## config.mk

```make
export PLATFORM = sky130hd
export DESIGN_NAME = adc_axis_packer
export DESIGN_NICKNAME = d
export VERILOG_FILES = /design/src/rtl/adc_axis_packer.sv
export SDC_FILE = /design/constraint.sdc
export NUM_CORES = 1
export LEC_CHECK = 0
export BUFFER_PORTS_ARGS = -buffer_cell sky130_fd_sc_hd__buf_4
export CORE_ASPECT_RATIO = 1.5
export CORE_MARGIN = 10
export CORE_UTILIZATION = 53
export CTS_BUF_LIST = sky130_fd_sc_hd__clkbuf_4 sky130_fd_sc_hd__clkbuf_8
export DETAILED_ROUTE_END_ITERATION = 12
export GPL_ROUTABILITY_DRIVEN = 0
export PLACE_DENSITY = 0.79
export SLEW_MARGIN = 20
export SYNTH_ARGS = -nofsm -noshare
export SYNTH_HDL_FRONTEND = slang
export SYNTH_SLANG_ARGS = --single-unit
```

## constraint.sdc

```tcl
create_clock -name clk -period 3.9 [get_ports clk]
set_clock_uncertainty 0.15 [all_clocks]
set_input_delay 0.195 -clock clk [delete_from_list [all_inputs] [get_ports clk]]
set_output_delay 0.195 -clock clk [all_outputs]
set_load 0.01 [all_outputs]
```

## src/rtl/adc_axis_packer.sv

```systemverilog
// ADC-to-AXI-Stream packer: extends each channel sample into a lane, delays data and
// valid in lockstep, and buffers beats in a FWFT FIFO with framing and sticky overflow.
module adc_axis_packer #(
    parameter int ADC_WIDTH  = 14,
    parameter int LANE_WIDTH = 16,
    parameter int NUM_CH     = 2,
    parameter int DELAY      = 3,
    parameter int FIFO_DEPTH = 8,
    parameter int FRAME_LEN  = 256,
    parameter int SIGN_EXT   = 1
) (
    input  logic                              clk,
    input  logic                              resetn,
    input  logic [NUM_CH*ADC_WIDTH-1:0]       adc_data_in,
    input  logic                              adc_data_valid,
    output logic [NUM_CH*LANE_WIDTH-1:0]      M_AXIS_OUT_tdata,
    output logic                              M_AXIS_OUT_tvalid,
    input  logic                              M_AXIS_OUT_tready,
    output logic                              M_AXIS_OUT_tlast,
    output logic [$clog2(FIFO_DEPTH+1)-1:0]   fifo_level,
    output logic                              overflow,
    input  logic                              overflow_clr
);
    localparam int DW = NUM_CH * LANE_WIDTH;
    localparam int AW = $clog2(FIFO_DEPTH);
    localparam int LW = $clog2(FIFO_DEPTH + 1);
    localparam int CW = $clog2(FRAME_LEN);
    localparam logic [CW-1:0] LAST_BEAT  = CW'(FRAME_LEN - 1);
    localparam logic [LW-1:0] FULL_LEVEL = LW'(FIFO_DEPTH);

    logic [DW-1:0] fmt_data;
    logic          pipe_valid [DELAY+1];
    logic [DW-1:0] pipe_data  [DELAY+1];
    logic [DW-1:0] mem        [FIFO_DEPTH];
    logic [AW-1:0] wr_ptr;
    logic [AW-1:0] rd_ptr;
    logic [CW-1:0] beat_cnt;
    logic          rd_en;
    logic          wr_req;
    logic          wr_en;

    // Bits above the sample copy its MSB (sign) or stay zero; equal widths pass through.
    always_comb begin
        fmt_data = '0;
        for (int c = 0; c < NUM_CH; c++) begin
            for (int b = 0; b < LANE_WIDTH; b++) begin
                if (b < ADC_WIDTH)
                    fmt_data[c*LANE_WIDTH + b] = adc_data_in[c*ADC_WIDTH + b];
                else if (SIGN_EXT != 0)
                    fmt_data[c*LANE_WIDTH + b] = adc_data_in[c*ADC_WIDTH + ADC_WIDTH - 1];
            end
        end
    end

    // Stage 0 is the format register; stages 1..DELAY are the extra delay.
    always_ff @(posedge clk) begin
        if (!resetn) begin
            for (int i = 0; i <= DELAY; i++) pipe_valid[i] <= 1'b0;
        end else begin
            pipe_valid[0] <= adc_data_valid;
            for (int i = 1; i <= DELAY; i++) pipe_valid[i] <= pipe_valid[i-1];
        end
    end

    always_ff @(posedge clk) begin
        pipe_data[0] <= fmt_data;
        for (int i = 1; i <= DELAY; i++) pipe_data[i] <= pipe_data[i-1];
    end

    assign rd_en  = M_AXIS_OUT_tvalid && M_AXIS_OUT_tready;
    assign wr_req = pipe_valid[DELAY];
    // A full FIFO still accepts a write when a beat leaves at the same edge.
    assign wr_en  = wr_req && ((fifo_level != FULL_LEVEL) || rd_en);

    assign M_AXIS_OUT_tvalid = (fifo_level != '0);
    assign M_AXIS_OUT_tdata  = M_AXIS_OUT_tvalid ? mem[rd_ptr] : '0;
    assign M_AXIS_OUT_tlast  = M_AXIS_OUT_tvalid && (beat_cnt == LAST_BEAT);

    always_ff @(posedge clk) begin
        if (wr_en) mem[wr_ptr] <= pipe_data[DELAY];
    end

    always_ff @(posedge clk) begin
        if (!resetn) begin
            wr_ptr     <= '0;
            rd_ptr     <= '0;
            fifo_level <= '0;
            beat_cnt   <= '0;
            overflow   <= 1'b0;
        end else begin
            if (wr_en) wr_ptr <= wr_ptr + 1'b1;
            if (rd_en) begin
                rd_ptr   <= rd_ptr + 1'b1;
                beat_cnt <= (beat_cnt == LAST_BEAT) ? '0 : beat_cnt + 1'b1;
            end
            case ({wr_en, rd_en})
                2'b10:   fifo_level <= fifo_level + 1'b1;
                2'b01:   fifo_level <= fifo_level - 1'b1;
                default: fifo_level <= fifo_level;
            endcase
            // A drop at the same edge as a clear leaves the flag set.
            if (wr_req && !wr_en)
                overflow <= 1'b1;
            else if (overflow_clr)
                overflow <= 1'b0;
        end
    end
endmodule

```

* Word level (Yosys, flattened, before mapping) *
Memory sizes are Yosys's and may differ from the RTL's. A register that Yosys moved wholly into a read port is not among the register bits.
Cells that the tools add are included.

cells by class
  $add $sub $neg = 5
  multipliers = 0
  div/mod/pow operators = 0
  order comparisons = 0
  equal/unequal tests = 4
  shifts and indexed selects = 0
  multiplexer cells = 15
  bitwise logic cells = 4
  reductions and logical operators = 9

operators with widths
  operator                                             number
  two-way mux 32 bit                                   1
  two-way mux 1 bit                                    10
  adder 8 x 1 -> 8 bit, second input constant          1
  equality test 8 bit, second input constant           1
  two-way mux 8 bit                                    1
  case mux 4 bit (2 select lines)                      1
  adder 3 x 1 -> 3 bit, second input constant          2
  two-way mux 3 bit                                    2
  adder 4 x 1 -> 4 bit, second input constant          1
  logical AND 1 bit                                    4
  != test 4 bit, second input constant                 1
  OR 1 bit                                             4
  nonzero test 2 bit                                   2
  nonzero test 4 bit                                   1
  subtractor 4 x 1 -> 4 bit, second input constant     1
  equality test 2 x 1 -> 1 bit, second input constant  1
  equality test 2 bit, second input constant           1
  zero test 1 bit                                      1
  logical OR 1 bit                                     1

storage, ports and cells
  register bits = 19
  bits in latches = 0
  bits in writable memories = 388
  ROM bits = 0
  bits of input ports = 33
  memories = 3

memory list
  name        depth  width  rd ports  clocked after Yosys merged registers in  wr ports  RTL line  source
  mem         8      32     1         1                                        1         34        logic [DW-1:0] mem [FIFO_DEPTH];
  pipe_data   4      32     4         0                                        4         33        logic [DW-1:0] pipe_data [DELAY+1];
  pipe_valid  4      1      4         0                                        4         32        logic pipe_valid [DELAY+1];

* Longest topological paths before layout *
  depth in word-level cells = 7
  depth in mapped cells = 10
  mapped depth without buffers = 9

* Least setup slack after synthesis *
Ideal clock, no wire load.

  path type = reg2reg
  from = register fifo_level[0]
  to = memory mem[0][0] (netlist bit) (enable)
  arrival time = 3,099 ps
  required time = 3,302 ps
  path slack = 203 ps
  stages on the path, launching flop included = 5
  buffers on the path = 0
  clock period less this slack = 3,697 ps
  path through = dfxtp_1 or3_1 o21ai_2 or2_2 nor3_1

between the ends
  longest elaborated chain between the ends = 6
  elaborated cells between the ends (all ways) = 7
  those cells by class = eq/ne (1); mux (2); reduce/logical (4)

RTL lines
  item                                       RTL line  source
  start: declaration                         20        output logic [$clog2(FIFO_DEPTH+1)-1:0] fifo_level,
  start signal: assignment                   97        2'b10: fifo_level <= fifo_level + 1'b1;
  start signal: assignment                   98        2'b01: fifo_level <= fifo_level - 1'b1;
  start signal: assignment                   99        default: fifo_level <= fifo_level;
  nonzero test 4 bit                         75        assign M_AXIS_OUT_tvalid = (fifo_level != '0);
  logical AND 1 bit                          70        assign rd_en = M_AXIS_OUT_tvalid && M_AXIS_OUT_tready;
  logical OR 1 bit *                         73        assign wr_en = wr_req && ((fifo_level != FULL_LEVEL) || rd_en);
  logical AND 1 bit *                        73
  two-way mux 1 bit *                        80        if (wr_en) mem[wr_ptr] <= pipe_data[DELAY];
  two-way mux 1 bit (not written as such) *  80
  end: declaration                           34

Mark *: on every way between the ends. The rest lies on a longest branch, timed or not.

==> tab_implementation.tex <==
\begin{tabular}{lr}
\hline
Metric & Value \\
\hline
\multicolumn{2}{l}{\textbf{Outcome}} \\
Run status & finished clean \\
\multicolumn{2}{l}{\textbf{Worst setup path}} \\
R2R Path Start & fifo\_level[0] \\
Critical Path Fanout Max & 32 \\
Capture point of the worst reg-to-reg path & fifo\_level[2] \\
Critical Path Source Type & flop \\
Capture point of the critical path & M\_AXIS\_OUT\_tdata[10] \\
Worst reg-to-reg setup slack & 1.02 ns \\
FF-to-FF path depth & 9 \\
Data required time at the worst endpoint & around 3.6 ns \\
Endpoint class of the critical path & primary output \\
WP data arrival & 2.72 ns \\
WS Path Type & reg2out \\
\multicolumn{2}{l}{\textbf{Power}} \\
Switching share of power & 19.9\% \\
Share of power burned in combinational logic & 2.9\% \\
Peak VDD IR & 0.284 mV \\
Clock network fraction of total power & 40.8\% \\
Leakage dissipation & between 4 and 5 nW \\
Power density over cell area & between 500 and 600 nW/um\^{}2 \\
Switching pwr & $\sim$0.0015 W \\
Part of the total power dissipated in sequential elements & 56.3\% \\
Cell Int Power & 0.00595 W \\
\multicolumn{2}{l}{\textbf{Clock network}} \\
H-tree depth & 2 \\
Clock tree from TritonCTS & done \\
Clock buffers created by TritonCTS & 50 \\
Cell chosen for the clock root & sky130\_fd\_sc\_hd\_\_clkbuf\_8 \\
Number of clock sinks seen by CTS & 362 \\
Clock transition time at the flip-flop clock pins of the worst setup and hold paths & $\sim$0.060 ns \\
Clock tree buffer depth & 3 \\
Buffers inserted during post-CTS setup optimization & 0 \\
Clock latency on the worst-skew pair & 0.56 ns \\
\multicolumn{2}{l}{\textbf{Hold path}} \\
Min-delay worst type & in2reg \\
\multicolumn{2}{l}{\textbf{Floorplanning}} \\
Die height & 204 microns \\
Starting density of the core & 53.5\% \\
Row count & 67 \\
Die X & 143 microns \\
Top Ports & 72 \\
Area of the core & 22300 sq um \\
Total die area & 29100 sq um \\
\multicolumn{2}{l}{\textbf{Yosys}} \\
Avg Inst Size Synth & 19.9 sq um \\
Total of flip-flops plus latches after synthesis & roughly 360 \\
Ys Warns & 0 \\
Number of enable flip-flop cells after synthesis & 224 \\
Number of distinct standard cells referenced by the synthesized netlist & 35 \\
Number of standard cells after synthesis & 600 \\
Area of the mapped netlist & 11900 sq um \\
Most numerous cell in the Yosys netlist & sky130\_fd\_sc\_hd\_\_edfxtp\_1 \\
Fraction of registers with async set/reset & 0\% \\
Main area contributors after synthesis & sky130\_fd\_sc\_hd\_\_edfxtp\_1, sky130\_fd\_sc\_hd\_\_dfxtp\_1, sky130\_fd\_sc\_hd\_\_mux4\_2 \\
Commonest register cell after synthesis & sky130\_fd\_sc\_hd\_\_edfxtp\_1 \\
Top cells by instance count after synthesis & sky130\_fd\_sc\_hd\_\_edfxtp\_1, sky130\_fd\_sc\_hd\_\_dfxtp\_1, sky130\_fd\_sc\_hd\_\_mux4\_2 \\
Net count of the mapped netlist & 639 \\
Cell accounting for the most synthesized area & sky130\_fd\_sc\_hd\_\_edfxtp\_1 \\
Share of Yosys cell area claimed by the top area cell type & around 56\% \\
Share of the yosys chip area belonging to registers & 79.5\% \\
\multicolumn{2}{l}{\textbf{Route}} \\
Number of antenna-violating nets in the routed design & 0 \\
Vias post-DR & $\sim$5600 \\
Final Routed Wirelength & 20900 microns \\
Total iterations of the first detailed-routing run & 5 \\
Via/cell ratio & 5.33 \\
Wire length per cell & 19.8 microns \\
Number of design-rule violations left by the first detailed-router iteration & 400 \\
Post-route DRC violation count & 0 \\
\multicolumn{2}{l}{\textbf{Timing}} \\
Count of endpoints failing setup in the final report & 0 \\
RSZ-0062 raised after global routing & no \\
Hold Fails Final Rpt & 0 \\
Actual slew at the worst max-slew pin & 1.06 ns \\
Post-layout min period & 3.06 ns \\
Setup tns final & 0 ns \\
Max Transition Viols Final & 0 \\
Slew HR & just under 30\% \\
Part of the cycle the worst path needs & 78.6\% \\
Highest Clock Rate & 326 MHz \\
\multicolumn{2}{l}{\textbf{Cells and area}} \\
Signed area change from the synthesized netlist to the final layout & 19.0\% \\
Final design utilization & 63.7\% \\
Number of diodes added for antenna fixing & 0 \\
Number of nets in the finished design & 777 \\
Fraction of layout instances using a drive strength above 1 & 30.2\% \\
\multicolumn{2}{l}{\textbf{Placed design}} \\
Placed wire-length estimate after detailed placement & 11500 microns \\
IO buf count & 71 \\
\multicolumn{2}{l}{\textbf{Global route}} \\
Initial antenna violation count & 0 \\
Global Route Usage Sum & 14.8\% \\
Global-route congestion overflow total & 0 \\
Wire length of the first global-routing pass & 33600 microns \\
Pin count of the biggest net entering global routing & 33 \\
Vias in the first global route & 6217 \\
\multicolumn{2}{l}{\textbf{Run}} \\
Number of maximum-capacitance constraint violations & 0 \\
\hline
\end{tabular}
-- registers in the layout, indices dropped and copies added (netlist names), named ones only --
name / count
overflow: 1
pipe_valid: 4
pipe_data: 112
fifo_level: 4
beat_cnt: 8
mem: 224
wr_ptr: 3
rd_ptr: 3
-- cells by family (layout without fill, tap and decap cells) --
kind of cell | count (synthesis) | after routing | synth area share (%)
muxes | 87 | 87 | 13.2
and+or+nand+nor | 90 | 90 | 3.56
DFF | 362 | 362 | 79.5
adders and majority gates | 6 | 6 | 0.629
AOI/OAI and AO/OA | 15 | 15 | 1.03
xor gates and xnor gates | 13 | 13 | 0.954
buffers and inverters | 27 | 206 | 1.19
-- cell usage in the layout (no fill, tap or decap), types with 5 or more instances in the layout --
cell / Yosys / routed
sky130_fd_sc_hd__nor2_1: 44 / 37
sky130_fd_sc_hd__nand2b_1: 5 / 5
sky130_fd_sc_hd__mux2i_1: 31 / 31
sky130_fd_sc_hd__dlygate4sd3_1: 0 / 34
sky130_fd_sc_hd__ha_1: 6 / 6
sky130_fd_sc_hd__nand2_1: 11 / 11
sky130_fd_sc_hd__nor2_4: 0 / 7
sky130_fd_sc_hd__dfxtp_1: 138 / 135
sky130_fd_sc_hd__clkbuf_4: 0 / 15
sky130_fd_sc_hd__clkbuf_8: 0 / 54
sky130_fd_sc_hd__edfxtp_1: 224 / 224
sky130_fd_sc_hd__clkinv_2: 0 / 8
sky130_fd_sc_hd__xnor2_1: 10 / 10
sky130_fd_sc_hd__clkinv_1: 0 / 9
sky130_fd_sc_hd__and2_1: 11 / 11
sky130_fd_sc_hd__mux4_2: 56 / 56
sky130_fd_sc_hd__buf_4: 5 / 77
-- routing by layer --
layer	routed length, microns	GRT usage [%]
met1	8060	17.4
met2	11300	26.0
met3	1080	3.05
met4	474	5.99
met5	0	0
-- worst min-delay path by stage --
stage / start / end / slack, ns / cells past startpoint
final: adc_data_in[1] / pipe_data[0][1] / 0.12 / 2
after CTS: adc_data_in[22] / pipe_data[0][24] / 0.08 / 2
after global placement: adc_data_in[11] / pipe_data[0][11] / 0.15 / 1
after floorplan: adc_data_in[0] / pipe_data[0][0] / 0.07 / 0
after global routing: adc_data_in[6] / pipe_data[0][6] / 0.10 / 2
after detailed placement: adc_data_in[8] / pipe_data[0][8] / 0.15 / 1
-- worst max-delay path: stages (launching register included) --
cell and delay [ns]:
sky130_fd_sc_hd__dfxtp_4 0.76, sky130_fd_sc_hd__buf_4 0.37, sky130_fd_sc_hd__mux4_2 0.53, sky130_fd_sc_hd__mux2i_1 0.23
sky130_fd_sc_hd__nor2_1 0.07, sky130_fd_sc_hd__buf_4 0.18
-- what timing repair did --
action	4_1_cts	5_1_grt
resized for setup	0	0
endpoints found under the setup margin	0	0
endpoints found under the hold margin	54	0
hold buffers	34	0
-- power groups by stage --
stage	clock network [W]	logic, W	registers [W]
4_1_cts	0.00310	0.000222	0.00418
3_3_place_gp	0	0.000189	0.00426
2_1_floorplan	0	0.000127	0.00424
3_5_place_dp	0	0.000195	0.00427
5_1_grt	0.00325	0.000238	0.00419
6_report	0.00303	0.000217	0.00418
-- cell type report --
type	instances	area (sq um)
repair buffers	111	918
clock inverters	24	216
inverters	2	10.0
fillers	1480	8090
flip-flops and latches	362	9500
multi-input cells	211	2370
clock buffers	69	856
well taps	276	345
-- per-stage QoR --
step	hold slack, ns	instance area (sq um)	setup slack (ns)	total power (W)	std cells
floorplan	0.0727	11900	0.203	0.00436	600
global route	0.100	14200	0.569	0.00768	1055
CTS	0.0793	14200	0.707	0.00751	1055
detailed placement	0.151	12800	1.08	0.00446	928
finish	0.120	14200	0.836	0.00743	1055
global placement	0.149	12800	1.23	0.00445	928
Note: power is estimated with default switching activity, not from simulation.
